===== config.mk =====
export PLATFORM = sky130hd
export DESIGN_NAME = blackjack_round_ctrl
export DESIGN_NICKNAME = d
export VERILOG_FILES = /design/src/rtl/blackjack_round_ctrl.sv
export SDC_FILE = /design/constraint.sdc
export NUM_CORES = 1
export LEC_CHECK = 0
export CORE_UTILIZATION = 60
export CTS_CLUSTER_SIZE = 14
export DETAILED_ROUTE_END_ITERATION = 10
export PLACE_DENSITY = 0.85
export SLEW_MARGIN = 20
export SYNTH_ARGS = -nofsm -noshare
export SYNTH_HDL_FRONTEND = slang
export SYNTH_SLANG_ARGS = --single-unit

===== constraint.sdc =====
create_clock -name clock -period 4.1 [get_ports clock]
set_input_delay 0.82 -clock clock [delete_from_list [all_inputs] [get_ports clock]]
set_output_delay 0.82 -clock clock [all_outputs]
set_load 0.05 [all_outputs]

===== src/rtl/blackjack_round_ctrl.sv =====
// Blackjack round sequencer: initial deal, player hit/stand, dealer auto-draw, result.
// Optional macro ACE_HIGH_EN enables soft-ace (ace = 11) scoring.
module blackjack_round_ctrl #(
  parameter int INIT_CARDS   = 2,
  parameter int DEALER_STAND = 17,
  parameter int BUST_LIMIT   = 21,
  parameter int SUM_W        = 5
) (
  input  logic             clock,
  input  logic             resetn,
  input  logic             start,
  input  logic             hit,
  input  logic             stand,
  input  logic [3:0]       card_in,
  output logic             draw_req,
  output logic             turn,
  output logic [SUM_W-1:0] player_sum,
  output logic [SUM_W-1:0] dealer_sum,
  output logic [1:0]       result,
  output logic             busy,
  output logic             card_err
);

  localparam int DCW = $clog2(2*INIT_CARDS + 1);
  localparam logic [DCW-1:0]   DEAL_LAST = DCW'(2*INIT_CARDS - 1);
  localparam logic [SUM_W-1:0] BUST      = SUM_W'(BUST_LIMIT);
  localparam logic [SUM_W-1:0] STAND_AT  = SUM_W'(DEALER_STAND);

  typedef enum logic [3:0] {
    IDLE, DEAL_REQ, DEAL_WAIT, PLAYER, P_REQ, P_WAIT, DEALER, D_REQ, D_WAIT, RESULT
  } state_t;

  state_t           state, state_n;
  logic [1:0]       res_n;
  logic [DCW-1:0]   deal_cnt;
  logic [SUM_W-1:0] p_new, d_new;
  logic             card_ok, clr, p_load, d_load, err_set;

  function automatic logic [SUM_W-1:0] sat_add(input logic [SUM_W-1:0] a, input logic [3:0] b);
    logic [SUM_W:0] s;
    s = {1'b0, a} + {{(SUM_W-3){1'b0}}, b};
    return s[SUM_W] ? {SUM_W{1'b1}} : s[SUM_W-1:0];
  endfunction

  assign card_ok = (card_in != 4'd0) && (card_in <= 4'd10);
  assign clr     = start && (state == IDLE || state == RESULT);
  assign p_load  = card_ok && ((state == DEAL_WAIT && !deal_cnt[0]) || state == P_WAIT);
  assign d_load  = card_ok && ((state == DEAL_WAIT && deal_cnt[0]) || state == D_WAIT);
  assign err_set = !card_ok && (state == DEAL_WAIT || state == P_WAIT || state == D_WAIT);

`ifdef ACE_HIGH_EN
  localparam logic [SUM_W-1:0] ACE_MAX = SUM_W'(BUST_LIMIT - 11);
  logic p_soft, d_soft, p_soft_new, d_soft_new;

  // Returns {soft_flag, total}; a soft ace is demoted once when the hand would bust.
  function automatic logic [SUM_W:0] add_card(input logic [SUM_W-1:0] sum, input logic soft,
                                              input logic [3:0] card);
    logic [SUM_W-1:0] tot;
    logic             ace_hi, s;
    ace_hi = (card == 4'd1) && (sum <= ACE_MAX);
    tot    = sat_add(sum, ace_hi ? 4'd11 : card);
    s      = soft | ace_hi;
    if (tot > BUST && s) begin
      tot = tot - SUM_W'(10);
      s   = 1'b0;
    end
    return {s, tot};
  endfunction

  always_comb begin
    {p_soft_new, p_new} = add_card(player_sum, p_soft, card_in);
    {d_soft_new, d_new} = add_card(dealer_sum, d_soft, card_in);
  end

  always_ff @(posedge clock or negedge resetn) begin
    if (!resetn) begin
      p_soft <= 1'b0;
      d_soft <= 1'b0;
    end else if (clr) begin
      p_soft <= 1'b0;
      d_soft <= 1'b0;
    end else begin
      if (p_load) p_soft <= p_soft_new;
      if (d_load) d_soft <= d_soft_new;
    end
  end
`else
  assign p_new = sat_add(player_sum, card_in);
  assign d_new = sat_add(dealer_sum, card_in);
`endif

  // State register
  always_ff @(posedge clock or negedge resetn) begin
    if (!resetn) state <= IDLE;
    else         state <= state_n;
  end

  // Next-state and result decision
  always_comb begin
    state_n = state;
    res_n   = 2'b00;
    unique case (state)
      IDLE, RESULT: if (start) state_n = DEAL_REQ;
      DEAL_REQ:     state_n = DEAL_WAIT;
      DEAL_WAIT: begin
        if (!card_ok)                   state_n = DEAL_REQ;
        else if (deal_cnt != DEAL_LAST) state_n = DEAL_REQ;
        else if ((deal_cnt[0] ? player_sum : p_new) > BUST) begin
          state_n = RESULT;
          res_n   = 2'b10;
        end else                        state_n = PLAYER;
      end
      PLAYER: begin
        if (stand)    state_n = DEALER;
        else if (hit) state_n = P_REQ;
      end
      P_REQ:        state_n = P_WAIT;
      P_WAIT: begin
        if (!card_ok)          state_n = P_REQ;
        else if (p_new > BUST) begin
          state_n = RESULT;
          res_n   = 2'b10;
        end else               state_n = PLAYER;
      end
      DEALER: begin
        if (dealer_sum < STAND_AT) state_n = D_REQ;
        else begin
          state_n = RESULT;
          if (player_sum > dealer_sum)      res_n = 2'b01;
          else if (dealer_sum > player_sum) res_n = 2'b10;
          else                              res_n = 2'b11;
        end
      end
      D_REQ:        state_n = D_WAIT;
      D_WAIT: begin
        if (!card_ok)          state_n = D_REQ;
        else if (d_new > BUST) begin
          state_n = RESULT;
          res_n   = 2'b01;
        end else               state_n = DEALER;
      end
      default:      state_n = IDLE;
    endcase
  end

  // Outputs decoded from state; turn is stable across each REQ/WAIT pair
  always_comb begin
    draw_req = 1'b0;
    turn     = 1'b0;
    busy     = 1'b1;
    unique case (state)
      IDLE, RESULT:  busy = 1'b0;
      DEAL_REQ: begin
        draw_req = 1'b1;
        turn     = deal_cnt[0];
      end
      DEAL_WAIT:     turn = deal_cnt[0];
      P_REQ:         draw_req = 1'b1;
      D_REQ: begin
        draw_req = 1'b1;
        turn     = 1'b1;
      end
      D_WAIT:        turn = 1'b1;
      default:       ;
    endcase
  end

  // Hand totals, deal counter, result and error flag
  always_ff @(posedge clock or negedge resetn) begin
    if (!resetn) begin
      player_sum <= '0;
      dealer_sum <= '0;
      deal_cnt   <= '0;
      result     <= 2'b00;
      card_err   <= 1'b0;
    end else if (clr) begin
      player_sum <= '0;
      dealer_sum <= '0;
      deal_cnt   <= '0;
      result     <= 2'b00;
      card_err   <= 1'b0;
    end else begin
      if (p_load)  player_sum <= p_new;
      if (d_load)  dealer_sum <= d_new;
      if (err_set) card_err   <= 1'b1;
      if (card_ok && state == DEAL_WAIT) deal_cnt <= deal_cnt + 1'b1;
      if (state_n == RESULT && state != RESULT) result <= res_n;
    end
  end

endmodule


==> results.rst <==
.. list-table::
   :header-rows: 1

   * - Metric
     - Value
   * - Row count
     - 19
   * - Total of fill cells in the finished design
     - 226
   * - Number of cells produced by synthesis
     - 214
   * - Critical path startpoint
     - state[3]
   * - Ratio of cells with drive above 1 in the final layout
     - 0.08475
   * - Worst min-delay path class
     - reg -> reg
   * - Crit Reg-Reg Startpoint
     - dealer_sum[0]
   * - Critical path type
     - reg -> out
   * - Insertion delay to the later sink of the worst-skew pair
     - between 300 and 400 ps
   * - Sequential element share of the synthesized area
     - 0.2703
   * - Setup Viol. Count Final
     - 0
   * - Instance count along the most critical hold path
     - 2
   * - Post-synthesis sequential element count
     - 20
   * - Initial antenna violation count
     - 0
   * - Combined area of all synthesized cells
     - 1852 sq um
   * - Number of hold buffers added after cts
     - 0
   * - Combined buffer and inverter count along the critical path
     - 1
   * - Final GP Congestion
     - 0.9548
   * - Aggregate global routing overflow
     - 0
   * - Endpoint of the most critical setup path
     - turn
   * - DR WL/cell
     - 17.01 um
   * - Highest Clock Rate
     - 300.6 MHz
   * - Layout Cells excl Fill
     - 267
   * - Area of the die
     - approximately 3300 sq um
   * - Failing checks
     - design-rule violations
   * - Result of the run
     - finished with violations
   * - Ant. Diodes
     - 0
   * - Starting density of the core
     - 0.6546
   * - Combined flip-flop and latch cell area
     - 500.5 sq um
   * - Flop-to-flop setup slack
     - roughly 1700 ps
   * - Post-layout minimum cycle time
     - about 3300 ps
   * - Synth Net Count
     - 240
   * - Average via count per standard cell
     - 6.502
   * - Final total power
     - 1830 uW
   * - Destination of the worst register-to-register timing path
     - result[0]
   * - Final wirelength
     - ~4500 um
   * - Largest voltage drop on the vdd net
     - 0.5452 mV
   * - Die Height
     - ~58 um
   * - Maximum number of pins on one net before global-route repair
     - 21
   * - Placed cell count
     - approximately 260
   * - Endpoint type of the worst setup path
     - output pin
   * - Aggregate negative setup slack
     - 0 ps
   * - Final count of pins violating max slew
     - 0
   * - DRC
     - 1
   * - First-pass iteration count of the detailed router
     - 7
   * - Cell count along the critical path
     - 4
   * - IO buf count
     - 24
   * - Power density normalized to cell area
     - 860.4 nW/um^2
   * - RSZ-0062 raised after global routing
     - false
   * - Post-synth top flop
     - sky130_fd_sc_hd__dfrtp_1
   * - Number of clock buffers inserted by TritonCTS
     - 3
   * - Buffer count from post-CTS setup fixing
     - 0
   * - Slowest cell on the critical path
     - sky130_fd_sc_hd__clkdlybuf4s50_1
   * - Critical path peak fanout
     - 13
   * - Total number of vias
     - 1,736
   * - Chip Width
     - 57.56 um
   * - Slew at the pin closest to its max-slew limit
     - just over 1000 ps
   * - Via count of the first global-routing pass
     - about 1,700
   * - Ys Warns
     - 0
   * - Max-slew headroom
     - 0.3181
   * - Endpoint required time on the critical path
     - 3280 ps
   * - Global-route wire length before repair
     - 7631 um
   * - Max-cap viol count
     - 0
   * - Period utilisation layout
     - 0.8114
   * - Clock tree root buffer cell
     - sky130_fd_sc_hd__clkbuf_4
   * - Mean instance size in the synthesized netlist
     - 8.653 sq um
   * - Post-DP HPWL
     - 3448 um
   * - Min Hold Slack
     - 528.0 ps
   * - Static leakage
     - between 0.0009 and 0.001 uW
   * - Antenna-violating nets left
     - 0
   * - Clock Tree Buf Depth
     - 2
   * - Worst Reg-to-Reg Cells
     - 8
   * - Final core occ
     - 0.7519
   * - Critical path's largest stage delay
     - 830 ps
   * - Share of flip-flops with an asynchronous set or reset after synthesis
     - 1.000
   * - Post-cts resize count
     - 0
   * - Hold Vio Cnt, Final
     - 0
   * - H-tree depth reported by CTS
     - 1
   * - NumNets Final
     - between 200 and 300
   * - Kind of start point of the critical path
     - flip-flop
   * - Number of enable flip-flop cells after synthesis
     - 0
   * - Clock sink count
     - 20
   * - First DRT Iteration DRCs
     - 111
   * - IO Pins
     - 25
   * - Sequence of cells on the critical path
     - nand2b_1 > or3_1 > o21ai_0 > clkdlybuf4s50_1
   * - WP data arrival
     - 2510 ps
   * - Synth cell types
     - 55
   * - Global-route usage over all layers
     - 0.2992
   * - CTS tree
     - yes
   * - Area of the multi-input gates
     - 1227 sq um
   * - Cell family with most CP delay
     - buffers and inverters
   * - Clock-pin slew of the registers on the worst-case setup and hold paths
     - 130 ps
   * - Synth-to-Final Area Change
     - 14.86%
   * - Max Clock Skew
     - between 5 and 6 ps
   * - Floorplan core area
     - roughly 2800 sq um
-- worst min-delay path by stage --
stage                           start           to  slack (ps)
final                     deal_cnt[1]  deal_cnt[1]         530
after global routing      deal_cnt[1]  deal_cnt[1]         560
after CTS                 deal_cnt[1]  deal_cnt[1]         530
after detailed placement  deal_cnt[1]  deal_cnt[1]         500
after global placement    deal_cnt[2]  deal_cnt[2]         480
after floorplan           deal_cnt[2]  deal_cnt[2]         470
-- cell families after synthesis --
| logic type | Yosys count | synth area share |
|---|---|---|
| buffers and inverters | 24 | 0.06689 |
| XOR/XNOR | 6 | 0.02838 |
| adder cells (fa/ha/maj) | 17 | 0.1230 |
| AO/OA/AOI/OAI | 69 | 0.2845 |
| AND/OR/NAND/NOR | 78 | 0.2270 |
| flip-flops | 20 | 0.2703 |
-- cell usage in the layout (no fill, tap or decap), types with 6 or more instances in the layout --
cell                              count
sky130_fd_sc_hd__nand3_1             16
sky130_fd_sc_hd__nor2_1              10
sky130_fd_sc_hd__clkdlybuf4s50_1     24
sky130_fd_sc_hd__a21oi_1             18
sky130_fd_sc_hd__inv_1               18
sky130_fd_sc_hd__o21ai_0             16
sky130_fd_sc_hd__nand2_1             22
sky130_fd_sc_hd__nor3_1               6
sky130_fd_sc_hd__ha_1                15
sky130_fd_sc_hd__dfrtp_1             20
-- worst reg2reg max path: stages, from the launching register on --
cell	delay, ps
sky130_fd_sc_hd__dfrtp_1	450
sky130_fd_sc_hd__ha_1	250
sky130_fd_sc_hd__fa_1	430
sky130_fd_sc_hd__a21o_1	180
sky130_fd_sc_hd__a31oi_1	310
sky130_fd_sc_hd__a21oi_1	130
sky130_fd_sc_hd__a211oi_2	300
sky130_fd_sc_hd__a21oi_1	90
sky130_fd_sc_hd__o211ai_2	150
-- synth_stat cells, drive strengths merged (2+ instances only) --
| master | instances | area, sq um |
|---|---|---|
| a211o | 2 | 17.52 |
| a211oi | 2 | 25.02 |
| a21o | 3 | 22.52 |
| a21oi | 18 | 90.09 |
| a2bb2oi | 6 | 58.80 |
| a31oi | 2 | 12.51 |
| and2 | 2 | 12.52 |
| and3 | 2 | 12.51 |
| buf | 4 | 28.78 |
| clkbuf | 2 | 27.53 |
| dfrtp | 20 | 500.5 |
| fa | 2 | 40.04 |
| ha | 15 | 187.7 |
| inv | 18 | 67.56 |
| nand2 | 23 | 88.84 |
| nand2b | 6 | 45.04 |
| nand3 | 16 | 80.08 |
| nand4b | 2 | 17.52 |
| nor2 | 11 | 48.80 |
| nor2b | 2 | 12.51 |
| nor3 | 6 | 30.03 |
| o21ai | 20 | 122.6 |
| o221ai | 2 | 23.77 |
| o311ai | 2 | 35.04 |
| o31ai | 2 | 15.01 |
| or3 | 2 | 12.51 |
| xnor2 | 4 | 35.03 |
| xor2 | 2 | 17.52 |
-- registers in the layout, summed over array words and instances (netlist names) --
name / cells
state: 4
result: 2
card_err: 1
dealer_sum: 5
deal_cnt: 3
player_sum: 5
-- power by group --
part	internal, uW	switching, uW	leakage (uW)
logic	486	742	0.000629
registers	279	156	0.000263
clock network	98.8	68.5	0.0000279
-- final cells by class --
cell class | count | area share
Clock inverter | 1 | 0.01412
Timing Repair Buffer | 24 | 0.1129
Tap cell | 31 | 0.01824
Multi-Input combinational cell | 170 | 0.5771
Clock buffer | 3 | 0.01059
Sequential cell | 20 | 0.2353
Inverter | 18 | 0.03176
-- routing by layer --
| metal | GRT usage | vias to the layer above | routed length (um) |
|---|---|---|---|
| li1 | - | 841 | - |
| met1 | 0.4009 | 820 | 1933 |
| met2 | 0.5166 | 69 | 2280 |
| met3 | 0.02494 | 6 | 283 |
| met4 | 0.08362 | 0 | 43 |
| met5 | 0 | - | 0 |
-- stage by stage --
stage          worst slack (ps)  area (sq um)
6_report                  773.3          2127
5_1_grt                   690.9          2127
4_1_cts                   792.1          2127
3_5_place_dp              842.9          2074
3_3_place_gp              959.1          2074
2_1_floorplan              1235          1852
Note: power is estimated with default switching activity, not from simulation.
